$ cat src/rtl/keypad_scanner.sv
// 4x4 keypad scanner: drives one column low at a time, samples synchronized rows,
// resolves the first pressed key per full scan and commits it after debouncing.
module keypad_scanner #(
  parameter int SCAN_CYCLES    = 100000,
  parameter int DEBOUNCE_SCANS = 4
) (
  input  logic       clk,
  input  logic       reset,
  input  logic [3:0] row,
  output logic [3:0] col,
  output logic [3:0] key_value,
  output logic       key_pressed,
  output logic       key_event
);

  localparam int CNT_W = $clog2(SCAN_CYCLES);
  localparam int STB_W = $clog2(DEBOUNCE_SCANS + 1);
  localparam logic [CNT_W-1:0] CNT_MAX  = CNT_W'(SCAN_CYCLES - 1);
  localparam logic [STB_W-1:0] STB_FULL = STB_W'(DEBOUNCE_SCANS);

  typedef struct packed {
    logic       found;
    logic [3:0] code;
  } scan_result_t;

  logic [3:0]       row_meta, row_sync;
  logic [CNT_W-1:0] cycle_cnt;
  logic [1:0]       col_idx;
  scan_result_t     acc, prev, scan;
  logic [STB_W-1:0] stable_cnt, stable_next;
  logic             commit_check;
  logic             sample, col_hit, same;
  logic [1:0]       hit_row;

  function automatic logic [3:0] key_code(input logic [1:0] r, input logic [1:0] c);
    case ({r, c})
      4'h0: key_code = 4'h1;  4'h1: key_code = 4'h2;
      4'h2: key_code = 4'h3;  4'h3: key_code = 4'hA;
      4'h4: key_code = 4'h4;  4'h5: key_code = 4'h5;
      4'h6: key_code = 4'h6;  4'h7: key_code = 4'hB;
      4'h8: key_code = 4'h7;  4'h9: key_code = 4'h8;
      4'hA: key_code = 4'h9;  4'hB: key_code = 4'hC;
      4'hC: key_code = 4'h0;  4'hD: key_code = 4'hF;
      4'hE: key_code = 4'hE;  default: key_code = 4'hD;
    endcase
  endfunction

  assign col     = ~(4'b0001 << col_idx);
  assign sample  = (cycle_cnt == CNT_MAX);
  assign col_hit = |(~row_sync);

  // NOTE: every variable written here gets a default first so no latch is inferred.
  always_comb begin
    hit_row = 2'd0;
    for (int r = 3; r >= 0; r--) begin
      if (!row_sync[r]) hit_row = 2'(r);
    end
  end

  // Scan result as it stands once the current column is folded in; an earlier
  // column's key always wins over anything seen later in the same scan.
  always_comb begin
    scan.found = acc.found | col_hit;
    scan.code  = acc.found ? acc.code : key_code(hit_row, col_idx);
    if (!scan.found) scan.code = 4'h0;
    same = (scan.found == prev.found) && (!scan.found || scan.code == prev.code);
    if (!same)                    stable_next = STB_W'(1);
    else if (stable_cnt == STB_FULL) stable_next = stable_cnt;
    else                          stable_next = stable_cnt + STB_W'(1);
  end

  // NOTE: sequential state uses non-blocking assignments so every register
  // sees the pre-edge values of the others, independent of statement order.
  always_ff @(posedge clk) begin
    if (reset) begin
      row_meta     <= 4'hF;
      row_sync     <= 4'hF;
      cycle_cnt    <= '0;
      col_idx      <= 2'd0;
      acc          <= '0;
      prev         <= '0;
      stable_cnt   <= '0;
      commit_check <= 1'b0;
      key_value    <= 4'h0;
      key_pressed  <= 1'b0;
      key_event    <= 1'b0;
    end else begin
      row_meta     <= row;
      row_sync     <= row_meta;
      key_event    <= 1'b0;
      commit_check <= 1'b0;

      if (sample) begin
        cycle_cnt <= '0;
        col_idx   <= col_idx + 2'd1;
        if (col_idx == 2'd3) begin
          acc          <= '0;
          prev         <= scan;
          stable_cnt   <= stable_next;
          commit_check <= (stable_next == STB_FULL);
        end else begin
          acc <= scan;
        end
      end else begin
        cycle_cnt <= cycle_cnt + CNT_W'(1);
      end

      // Commit lands one edge after the final column sample.
      if (commit_check) begin
        if (prev.found) begin
          if (!key_pressed || prev.code != key_value) begin
            key_value   <= prev.code;
            key_pressed <= 1'b1;
            key_event   <= 1'b1;
          end
        end else begin
          key_pressed <= 1'b0;
        end
      end
    end
  end

endmodule

$ cat config.mk
export PLATFORM = sky130hd
export DESIGN_NAME = keypad_scanner
export DESIGN_NICKNAME = d
export VERILOG_FILES = /design/src/rtl/keypad_scanner.sv
export SDC_FILE = /design/constraint.sdc
export NUM_CORES = 1
export LEC_CHECK = 0
export CAP_MARGIN = 40
export CELL_PAD_IN_SITES_DETAIL_PLACEMENT = 0
export CELL_PAD_IN_SITES_GLOBAL_PLACEMENT = 1
export CORE_MARGIN = 1
export CORE_UTILIZATION = 47
export CTS_CLUSTER_SIZE = 28
export DETAILED_ROUTE_END_ITERATION = 7
export HOLD_SLACK_MARGIN = 0.15
export PLACE_DENSITY = 0.82
export REMOVE_ABC_BUFFERS = 1
export SLEW_MARGIN = 15
export SYNTH_ARGS = -nofsm -noshare
export SYNTH_HDL_FRONTEND = slang
export SYNTH_SLANG_ARGS = --single-unit
$ cat constraint.sdc
create_clock -name clk -period 4 [get_ports clk]
set_clock_uncertainty 0.2 [all_clocks]
set_input_delay 0.8 -clock clk [delete_from_list [all_inputs] [get_ports clk]]
set_output_delay 0.8 -clock clk [all_outputs]
set_load 0.01 [all_outputs]
==> qor.tcl, run 1 <==
set qor(mappedNetlistArea_mm2) 0.00236
set qor(setup_viol) 0
set qor(final_cell_mix) {sky130_fd_sc_hd__dfxtp_1 (47), sky130_fd_sc_hd__nor2_1 (33), sky130_fd_sc_hd__nand2_1 (24)}
set qor(tritoncts) {built}
set qor(commonest_non_fill_non_tap_cell_in_the_layout) {sky130_fd_sc_hd__dfxtp_1}
set qor(outcome) {finished clean}
set qor(design.final.nets) 305
set qor(clk-insertion-delay-late_ns) 0.30
set qor(wire_per_inst_um) 12.9
set qor(critPathMaxFanout) 8
set qor(asyncSetResetFlopFracSynth_pct) 0
set qor(detail_route.vias_per_cell) 5.40
set qor(design.die.area_mm2) 0.00530
set qor(dieWidth_um) 72.8
set qor(synth_largest_type_area_fraction_pct) 39.9
set qor(postcts_setup_bufs) 0
set qor(cts_resized) 0
set qor(maxClockFrequency_mhz) 347
set qor(placedInstanceArea_mm2) 0.00253
set qor(cts.path.max_buffers) 2
set qor(post_synth.cell_area_avg_um2) 8.41
set qor(gpl.final_weighted_congestion) 0.777
set qor(placedCellCount) 350
set qor(first_global_vias) 1692
set qor(areaGrowthSynthToFinish_pct) 12.3
set qor(grt_overflow) 0
set qor(post-route-drc-count) 0
set qor(globalRouteTotalUtil_pct) 19.4
set qor(number_of_synthesized_register_bits) 47
set qor(slew_headroom_pct) 47.6
set qor(synth.area.top_cells) {sky130_fd_sc_hd__dfxtp_1 (40%), sky130_fd_sc_hd__nor2_1 (5.3%), sky130_fd_sc_hd__a21oi_1 (4.9%)}
set qor(timing.critical_path.arrival_ns) 1.88
set qor(die_height_um) 72.8
set qor(detail_route.wirelength_um) 4610
set qor(initial_utilization_pct) 49.2
set qor(synth_cells) 280
set qor(final_cells) 358
set qor(grt_pass1_wl_um) 7950
set qor(io_buffer_count) 15
set qor(flop_to_flop_setup_slack_ns) 1.23
set qor(layout.filler_cells) 462
set qor(setup_repair_after_global_routing_missed_its_margin) {false}
set qor(critPathCapture) {col[3]}
set qor(antenna-diode-count) 0
set qor(capture_point_of_the_worst_reg_to_reg_path) {stable_cnt[0]}
set qor(yosysWarningCount) 0
set qor(antenna_found_initial) 0
set qor(r2r_start) {col_idx[0]}
set qor(cts_root_buf) {sky130_fd_sc_hd__clkbuf_8}
set qor(drt_iter0_drc) 91
set qor(final_max_slew_viol_count) 0
set qor(finish.instance_area_mm2) 0.00265
set qor(htree_levels) 2
set qor(core_footprint_mm2) 0.00479
set qor(timing.final.crit_period_ns) 2.88
set qor(hold_viol) 0
set qor(synth_edf_count) 0
set qor(worst-r2r-cell-count) 9
set qor(cp_data_required_time_ns) 3.00
set qor(dp_hpwl_um) 3300
set qor(cts_hold_buffers) 0
set qor(power_per_cell_area_mw_per_mm2) 333
set qor(synth_largest_area_cell) {sky130_fd_sc_hd__dfxtp_1}
set qor(p_leak_uw) 0.000918
set qor(drv_cap) 0
set qor(cts_buffers) 5
set qor(top_level_ports) 16
set qor(critPathLaunch) {col_idx[0]}
set qor(final_layout_size_suffix_gt1_share_pct) 9.97
set qor(library_cells_used_by_synthesis) 53
set qor(placementRows) 25
set qor(grt_max_degree) 21
set qor(peak_supply_drop_v) 0.000177
set qor(final.period_utilization_pct) 72.0
set qor(dr.pass1.iters) 4
set qor(seq_area_frac_synth_pct) 39.9
set qor(critical_path_class) {flip-flop to primary output}
set qor(hold_path_class) {flip-flop to flip-flop}
set qor(vias) 1932
set qor(worst_pin_slew_ns) 0.784
set qor(clk_pin_slew_worst_paths_ns) 0.09
set qor(ant_nets) 0
set qor(startpoint_type_of_the_worst_setup_path) {flip-flop}
set qor(synthFlopType) {sky130_fd_sc_hd__dfxtp_1}
set qor(clock_sinks) 47
set qor(cp-end-kind) {primary output}
set qor(setup-tns-final_ns) 0
-- critical path, stage by stage (launching register included) --
cell                              delay (ns)
sky130_fd_sc_hd__dfxtp_1                0.49
sky130_fd_sc_hd__ha_1                   0.42
sky130_fd_sc_hd__inv_1                  0.16
sky130_fd_sc_hd__clkdlybuf4s50_1        0.51
-- final cells by class --
class,count,area [µm²],share of cell area (%)
tap,67,83.8,3.17
multi-input combinational,208,1300,49.1
timing repair buffer,16,158,5.96
clock buffer,6,82.6,3.12
clock inverter,2,35.0,1.32
inverter,12,45.0,1.70
sequential,47,941,35.6
-- cell families (layout without fill, tap and decap cells) --
group / after synthesis / count (layout) / synth area share, %
simple gates: 128 / 128 / 29.0
mux: 1 / 1 / 0.425
xor+xnor: 18 / 18 / 6.69
fa+ha+maj: 9 / 9 / 4.78
flops: 47 / 47 / 39.9
buf+inv: 25 / 36 / 4.89
compound gates: 52 / 52 / 14.3
-- metal layers --
metal | track usage, % | vias up | routed length [µm]
met4 | 7.19 | 0 | 51
met5 | 0 | - | 0
met3 | 4.83 | 4 | 190
met1 | 26.3 | 895 | 2320
li1 | - | 995 | -
met2 | 29.7 | 38 | 2040
-- power by group --
part	switching, µW	total, µW	internal (µW)
Combinational	22.7	42.4	19.7
Sequential	5.54	479	474
Clock	158	360	202
Total	186	882	696
-- cells in the mapped netlist, types with 2 or more instances --
library cell                 n
sky130_fd_sc_hd__a21oi_1    23
sky130_fd_sc_hd__dfxtp_1    47
sky130_fd_sc_hd__a2111oi_0   2
sky130_fd_sc_hd__nand3_1    13
sky130_fd_sc_hd__ha_1        9
sky130_fd_sc_hd__nor3_1      8
sky130_fd_sc_hd__nor4_1      2
sky130_fd_sc_hd__nor4bb_1    2
sky130_fd_sc_hd__nand4_1     5
sky130_fd_sc_hd__nand2_1    24
sky130_fd_sc_hd__and2_1      2
sky130_fd_sc_hd__buf_2       5
sky130_fd_sc_hd__buf_6       2
sky130_fd_sc_hd__o21a_1      2
sky130_fd_sc_hd__or2_2       8
sky130_fd_sc_hd__xor2_1     12
sky130_fd_sc_hd__nand2b_1    4
sky130_fd_sc_hd__nor2_1     33
sky130_fd_sc_hd__xnor2_1     6
sky130_fd_sc_hd__or3_1       6
sky130_fd_sc_hd__inv_1      12
sky130_fd_sc_hd__clkbuf_1    6
sky130_fd_sc_hd__o21ai_0     6
sky130_fd_sc_hd__a311oi_1    3
sky130_fd_sc_hd__a211oi_1    4
sky130_fd_sc_hd__and3_1      6
sky130_fd_sc_hd__nor4b_1     2
-- sequential cells by signal (all words and copies together), names as in the netlist, 2 cells and up --
name	flops
col_idx	2
row_meta	4
stable_cnt	3
cycle_cnt	17
acc	5
key_value	4
row_sync	4
prev	5
-- how the worst min path moves through the flow --
stage | start | endpoint | slack (ns) | depth (start not counted)
2_1_floorplan | row_meta[0] | row_sync[0] | 0.19 | 1
3_3_place_gp | row_meta[0] | row_sync[0] | 0.20 | 1
3_5_place_dp | row_meta[2] | row_sync[2] | 0.20 | 1
4_1_cts | row_meta[1] | row_sync[1] | 0.22 | 1
5_1_grt | row_meta[1] | row_sync[1] | 0.24 | 1
6_report | row_meta[1] | row_sync[1] | 0.22 | 1
-- through the flow --
step | utilization, % | hold WS [ns] | setup WS (ns) | total power (µW)
global route | 55.3 | 0.241 | 1.01 | 922
finish | 55.3 | 0.216 | 1.12 | 882
CTS | 55.3 | 0.221 | 1.10 | 893
detailed placement | 52.8 | 0.196 | 1.26 | 533
floorplan | - | 0.189 | 1.55 | 516
global placement | 52.8 | 0.196 | 1.33 | 533
(Power assumes the default switching activity.)
==> inputs of run 2 (changes only) <==
--- a/config.mk
+++ b/config.mk
@@ -9,11 +9,11 @@
 export CELL_PAD_IN_SITES_DETAIL_PLACEMENT = 0
 export CELL_PAD_IN_SITES_GLOBAL_PLACEMENT = 1
 export CORE_MARGIN = 1
-export CORE_UTILIZATION = 47
+export CORE_UTILIZATION = 40
 export CTS_CLUSTER_SIZE = 28
 export DETAILED_ROUTE_END_ITERATION = 7
 export HOLD_SLACK_MARGIN = 0.15
-export PLACE_DENSITY = 0.82
+export PLACE_DENSITY = 0.74
 export REMOVE_ABC_BUFFERS = 1
 export SLEW_MARGIN = 15
 export SYNTH_ARGS = -nofsm -noshare
==> constraint.sdc (replaced) <==
create_clock -name clk -period 2.4 [get_ports clk]
set_clock_uncertainty 0.2 [all_clocks]
set_input_delay 0.48 -clock clk [delete_from_list [all_inputs] [get_ports clk]]
set_output_delay 0.48 -clock clk [all_outputs]
set_load 0.01 [all_outputs]
==> run 2 against run 1 <==
Core utilization shrank 3.3 points. Register-to-register slack lost 1.1 ns. Die area grew 17%. Cell count grew 8.4%. Hold slack lost 0.0029 ns. Worst setup slack lost 1.0 ns. Clock power grew 93%. Sequential share of layout area shrank 3.2 points. Critical endpoint is now stable_cnt[0]. Highest routed layer unchanged.
==> qor.tcl, run 2 (same netlist as run 1, synthesis figures left out) <==
set qor(outcome) {finished clean} ;# unchanged
set qor(critPathMaxFanout) 5 ;# was 8
set qor(registers.top_by_ff_count) {cycle_cnt} ;# unchanged
set qor(final.period_utilization_pct) 96.5
set qor(detail_route.wirelength_um) 5050 ;# was 4610 µm
set qor(maxClockFrequency_mhz) 432
set qor(timing.critical_path.arrival_ns) 2.32 ;# was 1.88 ns
set qor(core_footprint_mm2) 0.00561 ;# was 0.00479 mm²
set qor(tritoncts) {built} ;# unchanged
set qor(wire_per_inst_um) 13.0 ;# was 12.9 µm
set qor(worst_pin_slew_ns) 0.419 ;# was 0.784 ns
set qor(hold_viol) 0 ;# unchanged
set qor(dieWidth_um) 78.7 ;# was 72.8 µm
set qor(globalRouteTotalUtil_pct) 17.2 ;# was 19.4%
set qor(die_height_um) 78.7 ;# was 72.8 µm
set qor(cts_hold_buffers) 0 ;# unchanged
set qor(final_layout_size_suffix_gt1_share_pct) 21.2 ;# was 9.97%
set qor(clk-insertion-delay-late_ns) 0.30 ;# about the same
set qor(startpoint_type_of_the_worst_setup_path) {flip-flop} ;# unchanged
set qor(setup_repair_after_global_routing_missed_its_margin) {true} ;# was false
set qor(ant_nets) 0 ;# unchanged
set qor(top_level_ports) 16 ;# unchanged
set qor(power_per_cell_area_mw_per_mm2) 541 ;# was 333 mW/mm²
set qor(final_max_slew_viol_count) 0 ;# unchanged
set qor(clk_pin_slew_worst_paths_ns) 0.09 ;# about the same
set qor(cp-end-kind) {flip-flop} ;# was primary output
set qor(critical_path_class) {flip-flop to flip-flop} ;# was flip-flop to primary output
set qor(grt_pass1_wl_um) 8410 ;# was 7950 µm
set qor(finalHoldWorstSlack_ns) 0.213 ;# was 0.216 ns
set qor(dp_hpwl_um) 3640 ;# was 3300 µm
set qor(cts_buffers) 5 ;# unchanged
set qor(final_cell_mix) {sky130_fd_sc_hd__dfxtp_1 (45), sky130_fd_sc_hd__nor2_1 (33), sky130_fd_sc_hd__buf_4 (26)} ;# was sky130_fd_sc_hd__dfxtp_1 (47), sky130_fd_sc_hd__nor2_1 (33), sky130_fd_sc_hd__nand2_1 (24)
set qor(largest_register_ffs) 17 ;# unchanged
set qor(peak_supply_drop_v) 0.000255 ;# was 0.000177 V
set qor(clock_sinks) 47 ;# unchanged
set qor(drt_iter0_drc) 70 ;# was 91
set qor(hold_path_class) {flip-flop to flip-flop} ;# unchanged
set qor(design.final.nets) 330 ;# was 305
set qor(grt_overflow) 0 ;# unchanged
set qor(p_leak_uw) 0.00105 ;# was 0.000918 µW
set qor(pre_cts_ws_ns) 0.0337 ;# was 1.26 ns
set qor(finish.instance_area_mm2) 0.00291 ;# was 0.00265 mm²
set qor(cp_data_required_time_ns) 2.40 ;# was 3.00 ns
set qor(setup_viol) 0 ;# unchanged
set qor(timing.final.crit_period_ns) 2.32
set qor(antenna-diode-count) 0 ;# unchanged
set qor(finalWorstSetupSlack_ns) 0.0829 ;# was 1.12 ns
set qor(detail_route.vias_per_cell) 5.16 ;# was 5.40
set qor(slew_headroom_pct) 71.4 ;# was 47.6%
set qor(drv_cap) 0 ;# unchanged
set qor(dr.pass1.iters) 4 ;# unchanged
set qor(placedInstanceArea_mm2) 0.00271 ;# was 0.00253 mm²
set qor(io_buffer_count) 15 ;# unchanged
set qor(htree_levels) 2 ;# unchanged
set qor(gpl.final_weighted_congestion) 0.794 ;# was 0.777
set qor(vias) 2001 ;# was 1932
set qor(areaGrowthSynthToFinish_pct) 23.7 ;# was 12.3%
set qor(largest_registers) {cycle_cnt (17), acc (5), prev (5)} ;# unchanged
set qor(grt_max_degree) 16 ;# was 21
set qor(commonest_non_fill_non_tap_cell_in_the_layout) {sky130_fd_sc_hd__dfxtp_1} ;# unchanged
set qor(placementRows) 27 ;# was 25
set qor(initial_utilization_pct) 42.0 ;# was 49.2%
set qor(first_global_vias) 1801 ;# was 1692
set qor(post-route-drc-count) 0 ;# unchanged
set qor(cts_root_buf) {sky130_fd_sc_hd__clkbuf_8} ;# unchanged
set qor(cts.path.max_buffers) 2 ;# unchanged
set qor(design.die.area_mm2) 0.00620 ;# was 0.00530 mm²
set qor(antenna_found_initial) 0 ;# unchanged
set qor(finalCoreUtilization_pct) 52.0 ;# was 55.3%
==> run 2: layout make-up <==
type | count | area, µm²
fillers | 594 | 2690
multi-input cells | 208 | 1350
flip-flops and latches | 47 | 943
repair buffers | 41 | 347
well taps | 72 | 90.1
clock buffers | 5 | 68.8
clock inverters | 3 | 67.6
inverters | 12 | 47.5
==> run 2: power breakdown <==
group | internal [µW] | leakage (µW) | switching [µW]
Combinational | 41.8 | 0.000604 | 40.5
Clock | 415 | 0.0000644 | 279
Sequential | 790 | 0.000382 | 9.70
Total | 1250 | 0.00105 | 329
==> run 2: per-stage QoR <==
stage / TNS (ns) / std cells / total power [µW]
floorplan: -0.0458 / 267 / 860
global placement: 0 / 378 / 894
detailed placement: 0 / 378 / 894
CTS: 0 / 386 / 1590
global route: -0.0412 / 388 / 1630
finish: 0 / 388 / 1580
==> run 2: layer usage <==
layer  wire, µm  track usage (%)  up-vias
li1           -                -     1045
met5          0                0        -
met1       2580             23.2      926
met4         43             3.89        0
met2       2280             27.9       26
met3        149             3.79        4
==> run 2: what timing repair did <==
item | in CTS | in global routing
setup buffers | 0 | 2
endpoints found under the hold margin | 0 | 0
pin swaps | 0 | 9
endpoints found under the setup margin | 1 | 4
resized for setup | 2 | 14
==> run 2: critical path, cell delays in order (launching register included) <==
cell	delay, ns
sky130_fd_sc_hd__dfxtp_2	0.34
sky130_fd_sc_hd__inv_2	0.06
sky130_fd_sc_hd__ha_4	0.25
sky130_fd_sc_hd__nor4bb_2	0.25
sky130_fd_sc_hd__a311oi_1	0.08
sky130_fd_sc_hd__o21ai_1	0.24
sky130_fd_sc_hd__xnor2_1	0.12
sky130_fd_sc_hd__o31ai_2	0.25
sky130_fd_sc_hd__buf_4	0.17
sky130_fd_sc_hd__a31oi_1	0.08
sky130_fd_sc_hd__o21a_1	0.20
==> run 2: final timing paths <==
kind                     from            end  slack [ns]  cells after the start
setup / recovery   col_idx[1]  stable_cnt[0]        0.08                     10
hold / removal    row_meta[1]    row_sync[1]        0.21                      1
setup reg to reg   col_idx[1]  stable_cnt[0]        0.08                     10
hold reg to reg   row_meta[1]    row_sync[1]        0.21                      1
